$ cat src/rtl/pipe_ctrl_pkg.sv
// Shared encodings for the pipeline controller: FSM states, stall masks,
// exception codes and exception vector addresses.
package pipe_ctrl_pkg;

  typedef enum logic [1:0] {
    S_RUN   = 2'd0,
    S_STALL = 2'd1,
    S_FLUSH = 2'd2
  } state_e;

  localparam logic [5:0] STALL_NONE = 6'b000000;
  localparam logic [5:0] STALL_IFID = 6'b000111;
  localparam logic [5:0] STALL_EX   = 6'b001111;
  localparam logic [5:0] STALL_MEM  = 6'b011111;

  localparam logic [31:0] EXC_NONE = 32'h0000_0000;
  localparam logic [31:0] EXC_INT  = 32'h0000_0001;
  localparam logic [31:0] EXC_SYS  = 32'h0000_0008;
  localparam logic [31:0] EXC_INV  = 32'h0000_000a;
  localparam logic [31:0] EXC_OV   = 32'h0000_000c;
  localparam logic [31:0] EXC_TRAP = 32'h0000_000d;
  localparam logic [31:0] EXC_ERET = 32'h0000_000e;

  localparam logic [31:0] VEC_INT = 32'h0000_0020;
  localparam logic [31:0] VEC_EXC = 32'h0000_0040;

  // Redirect target for a nonzero exception code; eret returns to EPC.
  function automatic logic [31:0] vector_for(input logic [31:0] code,
                                             input logic [31:0] epc);
    logic [31:0] vec;
    case (code)
      EXC_INT:  vec = VEC_INT;
      EXC_ERET: vec = epc;
      default:  vec = VEC_EXC;
    endcase
    return vec;
  endfunction

endpackage

$ cat src/rtl/pipe_ctrl_stat.sv
// Stall watchdog with sticky timeout flag, plus saturating stall-cycle and
// wrapping flush performance counters.
module pipe_ctrl_stat #(
  parameter int unsigned STALL_LIMIT = 255
) (
  input  logic        clk,
  input  logic        rst,
  input  logic        stall_active_i,
  input  logic        flush_i,
  output logic        stall_timeout_o,
  output logic [31:0] stall_cycles_o,
  output logic [15:0] flush_count_o
);

  localparam logic [16:0] LIMIT = 17'(STALL_LIMIT);

  logic [15:0] wd_q, wd_d;
  logic        to_q, to_d;
  logic [31:0] sc_q, sc_d;
  logic [15:0] fc_q, fc_d;
  logic [16:0] wd_inc;

  always_comb begin
    wd_inc = {1'b0, wd_q} + 17'd1;
    wd_d   = wd_q;
    to_d   = to_q;
    sc_d   = sc_q;
    fc_d   = fc_q;
    if (flush_i || !stall_active_i) begin
      wd_d = 16'd0;
    end else if (wd_q != 16'hffff) begin
      wd_d = wd_inc[15:0];
    end
    // The flag rises on the edge closing the stall cycle that reaches the limit.
    if (flush_i) begin
      to_d = 1'b0;
    end else if (stall_active_i && wd_inc >= LIMIT) begin
      to_d = 1'b1;
    end
    if (stall_active_i && sc_q != 32'hffff_ffff) begin
      sc_d = sc_q + 32'd1;
    end
    if (flush_i) begin
      fc_d = fc_q + 16'd1;
    end
  end

  always_ff @(posedge clk) begin
    if (rst) begin
      wd_q <= 16'd0;
      to_q <= 1'b0;
      sc_q <= 32'd0;
      fc_q <= 16'd0;
    end else begin
      wd_q <= wd_d;
      to_q <= to_d;
      sc_q <= sc_d;
      fc_q <= fc_d;
    end
  end

  assign stall_timeout_o = to_q;
  assign stall_cycles_o  = sc_q;
  assign flush_count_o   = fc_q;

endmodule

$ cat src/rtl/pipe_ctrl.sv
// Pipeline hazard/exception controller: per-stage stall, flush and redirect.
// state   | meaning
// S_RUN   | pipeline advancing normally
// S_STALL | at least one stage held this cycle
// S_FLUSH | flush cycle just taken; if/id requests and exceptions masked
module pipe_ctrl
  import pipe_ctrl_pkg::*;
#(
  parameter int unsigned STALL_LIMIT = 255
) (
  input  logic        clk,
  input  logic        rst,
  input  logic        stallreq_from_if,
  input  logic        stallreq_from_id,
  input  logic        stallreq_from_ex,
  input  logic        stallreq_from_mem,
  input  logic [31:0] excepttype_i,
  input  logic [31:0] cp0_epc_i,
  output logic [5:0]  stall,
  output logic        flush,
  output logic [31:0] new_pc,
  output logic        stall_timeout_o,
  output logic [31:0] stall_cycles_o,
  output logic [15:0] flush_count_o
);

  state_e      state_q, state_d;
  logic        in_flush;
  logic        if_req, id_req;
  logic [31:0] exc_m;

  always_comb begin
    in_flush = (state_q == S_FLUSH);
    if_req   = stallreq_from_if & ~in_flush;
    id_req   = stallreq_from_id & ~in_flush;
    exc_m    = in_flush ? EXC_NONE : excepttype_i;
    stall    = STALL_NONE;
    flush    = 1'b0;
    new_pc   = 32'd0;
    // A pending exception waits behind a mem stall and is taken once mem releases.
    if (!rst) begin
      if (exc_m != EXC_NONE && !stallreq_from_mem) begin
        flush  = 1'b1;
        new_pc = vector_for(exc_m, cp0_epc_i);
      end else if (stallreq_from_mem) begin
        stall = STALL_MEM;
      end else if (stallreq_from_ex) begin
        stall = STALL_EX;
      end else if (id_req || if_req) begin
        stall = STALL_IFID;
      end
    end
    if (flush) begin
      state_d = S_FLUSH;
    end else if (stall != STALL_NONE) begin
      state_d = S_STALL;
    end else begin
      state_d = S_RUN;
    end
  end

  always_ff @(posedge clk) begin
    if (rst) begin
      state_q <= S_RUN;
    end else begin
      state_q <= state_d;
    end
  end

  pipe_ctrl_stat #(
    .STALL_LIMIT(STALL_LIMIT)
  ) u_stat (
    .clk            (clk),
    .rst            (rst),
    .stall_active_i (stall != STALL_NONE),
    .flush_i        (flush),
    .stall_timeout_o(stall_timeout_o),
    .stall_cycles_o (stall_cycles_o),
    .flush_count_o  (flush_count_o)
  );

endmodule

$ cat config.mk
export PLATFORM = sky130hd
export DESIGN_NAME = pipe_ctrl
export DESIGN_NICKNAME = d
export VERILOG_FILES = /design/src/rtl/pipe_ctrl_pkg.sv /design/src/rtl/pipe_ctrl_stat.sv /design/src/rtl/pipe_ctrl.sv
export SDC_FILE = /design/constraint.sdc
export NUM_CORES = 1
export LEC_CHECK = 0
export ABC_AREA = 0
export ABC_CLOCK_PERIOD_IN_PS = 3110
export BUFFER_PORTS_ARGS = -buffer_cell sky130_fd_sc_hd__buf_4
export CAP_MARGIN = 20
export CORE_MARGIN = 3
export CORE_UTILIZATION = 50
export CTS_BUF_LIST = sky130_fd_sc_hd__clkbuf_16
export CTS_CLUSTER_DIAMETER = 40
export DETAILED_ROUTE_END_ITERATION = 12
export HOLD_SLACK_MARGIN = 0.05
export PLACE_DENSITY = 0.83
export SETUP_SLACK_MARGIN = 0.02
export SYNTH_ARGS = -nofsm -noshare
export SYNTH_HDL_FRONTEND = slang
export SYNTH_SLANG_ARGS = --single-unit
$ cat constraint.sdc
create_clock -name clk -period 3.11 [get_ports clk]
set_input_delay 0.311 -clock clk [delete_from_list [all_inputs] [get_ports clk]]
set_output_delay 0.311 -clock clk [all_outputs]
set_load 0.03 [all_outputs]
; ---- Word level (Yosys, flattened, before mapping)
; Index checks and enable logic that the tools add are counted.
[totals]
ff_bits = 67
in_bits = 70
output_inout_bits = 88
wordCells = 42
[classes]
add_sub_neg = 3
order_cmp = 1
n_eq_ne = 5
mux = 13
bitwise_logic = 3
n_reduce_logical = 11
[op_table]
columns = operator, n
row1 = $mux 32, 3
row2 = $pmux 32 s2, 1
row3 = $add 32x1->32 const B, 1
row4 = $eq 32x1->1 const B, 1
row5 = $eq 32x4->1 const B, 1
row6 = $ne 32x32->1 const B, 1
row7 = $reduce_bool 32->1, 1
row8 = $add 16x1->17 const B, 1
row9 = $ge 17x8->1 const B, 1
row10 = $add 16x1->16 const B, 1
row11 = $ne 16x16->1 const B, 1
row12 = $mux 5, 3
row13 = $reduce_bool 6->1, 1
row14 = $mux 4, 1
row15 = $reduce_or 2->1, 2
row16 = $logic_and 1x1->1, 3
row17 = $mux 1, 3
row18 = $mux 3, 1
row19 = $and 1x1->1, 2
row20 = $eq 2x2->1 const B, 1
row21 = $logic_not 1->1, 2
row22 = $logic_or 1x1->1, 2
row23 = $mux 2, 1
row24 = $not 1->1, 1

; ---- Logic depth before layout (Yosys ltp)
[logic_depth]
ltp_word = 13
mapped_depth = 8
depth_no_buf = 7

; ---- Hierarchy
; Synthesis repeated with hierarchy kept, for this count alone.
[hier_totals]
hier_cells = 468
hier_area_um2 = 3762.4
[by_module_without_submodules]
columns = module, n_inst, cells_per_inst, area_per_inst_um2, seq_area_each_um2
row1 = pipe_ctrl_stat, 1, 393, 3239.4, 1301.2
row2 = pipe_ctrl, 1, 75, 523.0, 40.0

; ---- Worst setup path before layout
; Ideal clock, no wire load.
[synth_timing]
path_type = input port to output port
from = input excepttype_i[15]
to = output stall[1]
t_arrival_ps = 2198
required_time_ps = 2799
path_slack_ps = 601
stages = 8
cell_sequence = nor4_1 nand4_1 o31ai_4 buf_2 nand2_1 clkbuf_1 inv_1 buf_4
[synth_via]
elab_chain_len = 5
[synth_lines]
columns = item, line_no
row1 = from (decl), pipe_ctrl.sv:17  ; input logic [31:0] excepttype_i,
row2 = $mux 32, pipe_ctrl.sv:36  ; exc_m = in_flush ? EXC_NONE : excepttype_i;
row3 = $reduce_bool 32->1, pipe_ctrl.sv:42  ; if (exc_m != EXC_NONE && !stallreq_from_mem) begin
row4 = $logic_and 1x1->1, pipe_ctrl.sv:42
row5 = $mux 5, pipe_ctrl.sv:42
row6 = $mux 5, pipe_ctrl.sv:41  ; if (!rst) begin
row7 = to (decl), pipe_ctrl.sv:19  ; output logic [5:0] stall,
; Every way passes these cells.

; ---- Worst setup path in the final report
[layout_timing]
from = input excepttype_i[7]
to = output stall[3]
; The elaborated chain is that of the path after synthesis.

==> results.txt <==
Combinational logic is responsible for 8.4% of the overall power. The synthesized netlist net count is 530, and the timing-limited maximum frequency is 387 MHz. The highest net fanout along the worst path is 21.

Setup repair after global routing left no endpoint under its margin. In this run the power spent charging and discharging nets is 0.476 mW. The die covers 0.00840 mm^2.

met2 is the most crowded layer. For the fraction of met1 tracks used by global routing, the log shows 26.9%. The library cell used most frequently in the layout, excluding fill and tap cells, is sky130_fd_sc_hd__buf_4. On the critical path, the stage with the largest delay is an instance of sky130_fd_sc_hd__o31ai_4.

The sink count of the clock tree was 67; the period utilization was 83.0%. The logs give 9 for the number of buffers created by CTS and 0.322 mV for the worst voltage drop across the vdd grid. Clock tree synthesis selected as its root buffer the cell sky130_fd_sc_hd__clkbuf_16. The total detailed-routing wirelength is 11.2 mm. The via count of the first global-routing pass is 3,749. In the final timing run, aggregate negative setup slack is 0 ns. The die is 91.7 um wide. 158 I/O pins were placed. Post-CTS repair changed the size of 0 cells.

The number of antenna diodes is 0, and the remaining routing DRC violations is 0. After clock tree synthesis, the setup repair step added 0 buffers. The met2 usage in global routing was 49.2%; the post-synthesis register bit count was 67.

The total number of H-tree levels was 3; the data arrival time of the critical path was 2.27 ns. Prevailing post-synth register cell: sky130_fd_sc_hd__dfxtp_1. The static leakage came out at 2.20 nW.

The post-synthesis sequential area ratio is 36.6%. Headroom to the max-slew limit came out at 57.1%. The synthesized netlist devotes 8.29% of its cell area to compound gates. For the sequential cell fraction of total power, the log shows 39.6%.

The routed via count was 3,843; the clock skew was 0.00914 ns. The clock passes through at most 2 buffers. The first TritonRoute pass finished after 4 iterations. Dividing the detail-routed via count by the number of cells gives 5.40. Yosys mapped a number of flops with a built-in enable equal to 0. Measured against the total synthesized area, the mux share comes to 2.73%. TritonCTS built the clock tree. On the worst path, the slowest cell contributes a delay of 0.49 ns. The congestion estimate from routability-driven global placement came to 0.932.

The final-report hold violation count is 0, and the detailed router's first-iteration violation count is 210. The area of the core is 0.00694 mm^2. The synthesized netlist devotes 1.36% of its cell area to adder and majority cells. The type of the setup path with the least slack is in2out. After synthesis, the mean cell area works out to 8.04 um^2. The design draws 2.22 mW. The total overflow left after global routing is 0. Synthesis handed over a netlist of 456 instances. The number of antenna violations at the first check in global routing was 0. The synthesized netlist devotes 36.6% of its cell area to simple gates. The smallest clock period supported by the final layout is computed as 2.58 ns.

Y dimension of the die: 91.7 um. The netlist uses 46 different library cells. The library cells used most frequently in the layout, excluding fill and tap cells, are sky130_fd_sc_hd__buf_4 (165), sky130_fd_sc_hd__dfxtp_1 (67), sky130_fd_sc_hd__nor2_1 (58). Port buffering added 156 buffers. After Yosys synthesis, XOR and XNOR cells account for 10.3% of the synthesized area.

The power per cell area came out at 420 mW/mm^2. The worst-margin pin slew came out at 0.628 ns. The number of buffers added to fix hold violations after cts was 0.

The first global-routing pass estimated 17.6 mm of wire. The worst setup path is captured at a primary output. After floorplanning, the core was divided into 30 placement rows. The logs give 0 for the final max-slew violation count and 63 for the maximum number of pins on one net before global-route repair. Global routing consumed, on the met3 layer, 4.27% of the routing resources. By area, the combinational part of the netlist is dominated by simple AND/OR/NAND/NOR gates. After detailed placement, the total cell area comes to 0.00493 mm^2.

Internal power comes to 1.74 mW. In this run switching power makes up 21.5% of total power. After legalization and detailed placement, the total HPWL measured 8.53 mm. Data on the critical path is required at its endpoint by 2.80 ns. Among the stages of the critical path, the cell type that occurs most often is sky130_fd_sc_hd__buf_4. The layout net count came out at 685. The worst hold path belongs to the class in2reg. Max-cap violations in this run came to 0. The total routing usage reported by global routing is 26.1%, and the routed wire length per instance is 15.7 um.

The initial core utilization was 52.8%; the share of synthesized registers carrying an async set or reset was 0%. The finished cells cover 0.00528 mm^2. The register clock-pin slew on the reported worst setup and hold paths is 0.06 ns, and the share of cells above drive strength 1 is 31.5%.

Setup violations remaining at the end of the flow were counted as 0. The worst setup path is launched from a primary input. The area growth from synthesis to layout is 43.8%. Walking the worst path, the cells encountered are buf_4 -> nor4_1 -> nand4_1 -> o31ai_4 -> buf_4 -> nand2b_1 -> nor2_1 -> buf_4. The post-synthesis cell area came out at 0.00367 mm^2. For the number of warnings reported in the yosys synthesis log, the log shows 0. The clock network is responsible for 52.0% of the overall power. The run finished with clean final reports. The count of nets left with antenna violations once routing finished came out at 0. The clock insertion delay at the later pin of the skew report came out at 0.33 ns.
flip-flops by register name (all words and copies together) (netlist names):
| signal | cells |
|---|---|
| u_stat.stall_timeout_o | 1 |
| u_stat.flush_count_o | 16 |
| state_q | 2 |
| u_stat.stall_cycles_o | 32 |
| u_stat.wd_q | 16 |
cell type report:
class	count	area [um^2]
flip-flops and latches	67	1340
fillers	537	1670
repair buffers	165	1240
clock buffers	9	225
multi-input cells	353	2180
inverters	15	56.3
well taps	96	120
clock inverters	7	118
routing by layer:
metal | wire length (um) | share of wire, %
met1 | 4130 | 37
met5 | 0 | 0
met2 | 6080 | 54
met4 | 446 | 4.0
met3 | 545 | 4.9
metrics by stage:
step	hold slack, ns	setup WS [ns]	cells	util (%)
6_report	0.463	0.527	712	76.0
5_1_grt	0.505	0.439	712	76.0
4_1_cts	0.466	0.584	712	76.0
3_5_place_dp	0.500	0.574	696	71.0
3_3_place_gp	0.480	0.598	696	71.0
2_1_floorplan	0.483	0.601	456	-
power by group through the flow:
stage / clock network (mW) / logic, mW / registers [mW]
CTS: 1.16 / 0.186 / 0.878
global placement: 0 / 0.181 / 0.895
global route: 1.19 / 0.201 / 0.879
floorplan: 0 / 0.0765 / 0.903
finish: 1.15 / 0.185 / 0.878
detailed placement: 0 / 0.185 / 0.896
cells by family (layout without fill, tap and decap cells):
family,after synthesis,in the layout
AND/OR/NAND/NOR,248,248
flip-flops,67,67
AO/OA/AOI/OAI,48,48
XOR/XNOR,43,43
buffers and inverters,36,196
multiplexers,9,9
adder cells (fa/ha/maj),4,4
other,1,1
synth_stat cells (6+ instances only):
cell                       number  share of area (%)
sky130_fd_sc_hd__o21ai_0       11                1.5
sky130_fd_sc_hd__xor2_1        22                5.3
sky130_fd_sc_hd__and3_1         9                1.5
sky130_fd_sc_hd__and2_1        33                5.6
sky130_fd_sc_hd__nor4_1        14                2.4
sky130_fd_sc_hd__nor2b_1        8                1.4
sky130_fd_sc_hd__nor3_1        18                2.5
sky130_fd_sc_hd__and4_1         6                1.4
sky130_fd_sc_hd__nand4_1       20                3.4
sky130_fd_sc_hd__clkbuf_1      14                1.4
sky130_fd_sc_hd__a21oi_1       21                2.9
sky130_fd_sc_hd__nand3_1       24                3.3
sky130_fd_sc_hd__xnor2_1       21                5.0
sky130_fd_sc_hd__dfxtp_1       67                 37
sky130_fd_sc_hd__nand2_1       29                3.0
sky130_fd_sc_hd__or3_1         10                1.7
sky130_fd_sc_hd__nor2_1        58                5.9
sky130_fd_sc_hd__inv_1         15                1.5
worst max-delay path: cells and delay by family:
kind | cells | cell delay [ns]
AND/OR/NAND/NOR | 4 | 0.86
buffers and inverters | 3 | 0.61
AO/OA/AOI/OAI | 1 | 0.49
path summary, 6_finish.rpt:
| kind | from | endpoint | slack, ns | cells after the start |
|---|---|---|---|---|
| max | excepttype_i[7] | stall[3] | 0.53 | 8 |
| min | rst | u_stat.stall_cycles_o[21]$_SDFFE_PP0P_ | 0.46 | 2 |
| max reg2reg | u_stat.stall_cycles_o[19]$_SDFFE_PP0P_ | u_stat.stall_cycles_o[10]$_SDFFE_PP0P_ | 0.75 | 6 |
| min reg2reg | u_stat.stall_cycles_o[27]$_SDFFE_PP0P_ | u_stat.stall_cycles_o[27]$_SDFFE_PP0P_ | 0.51 | 2 |
(Power assumes the default switching activity.)
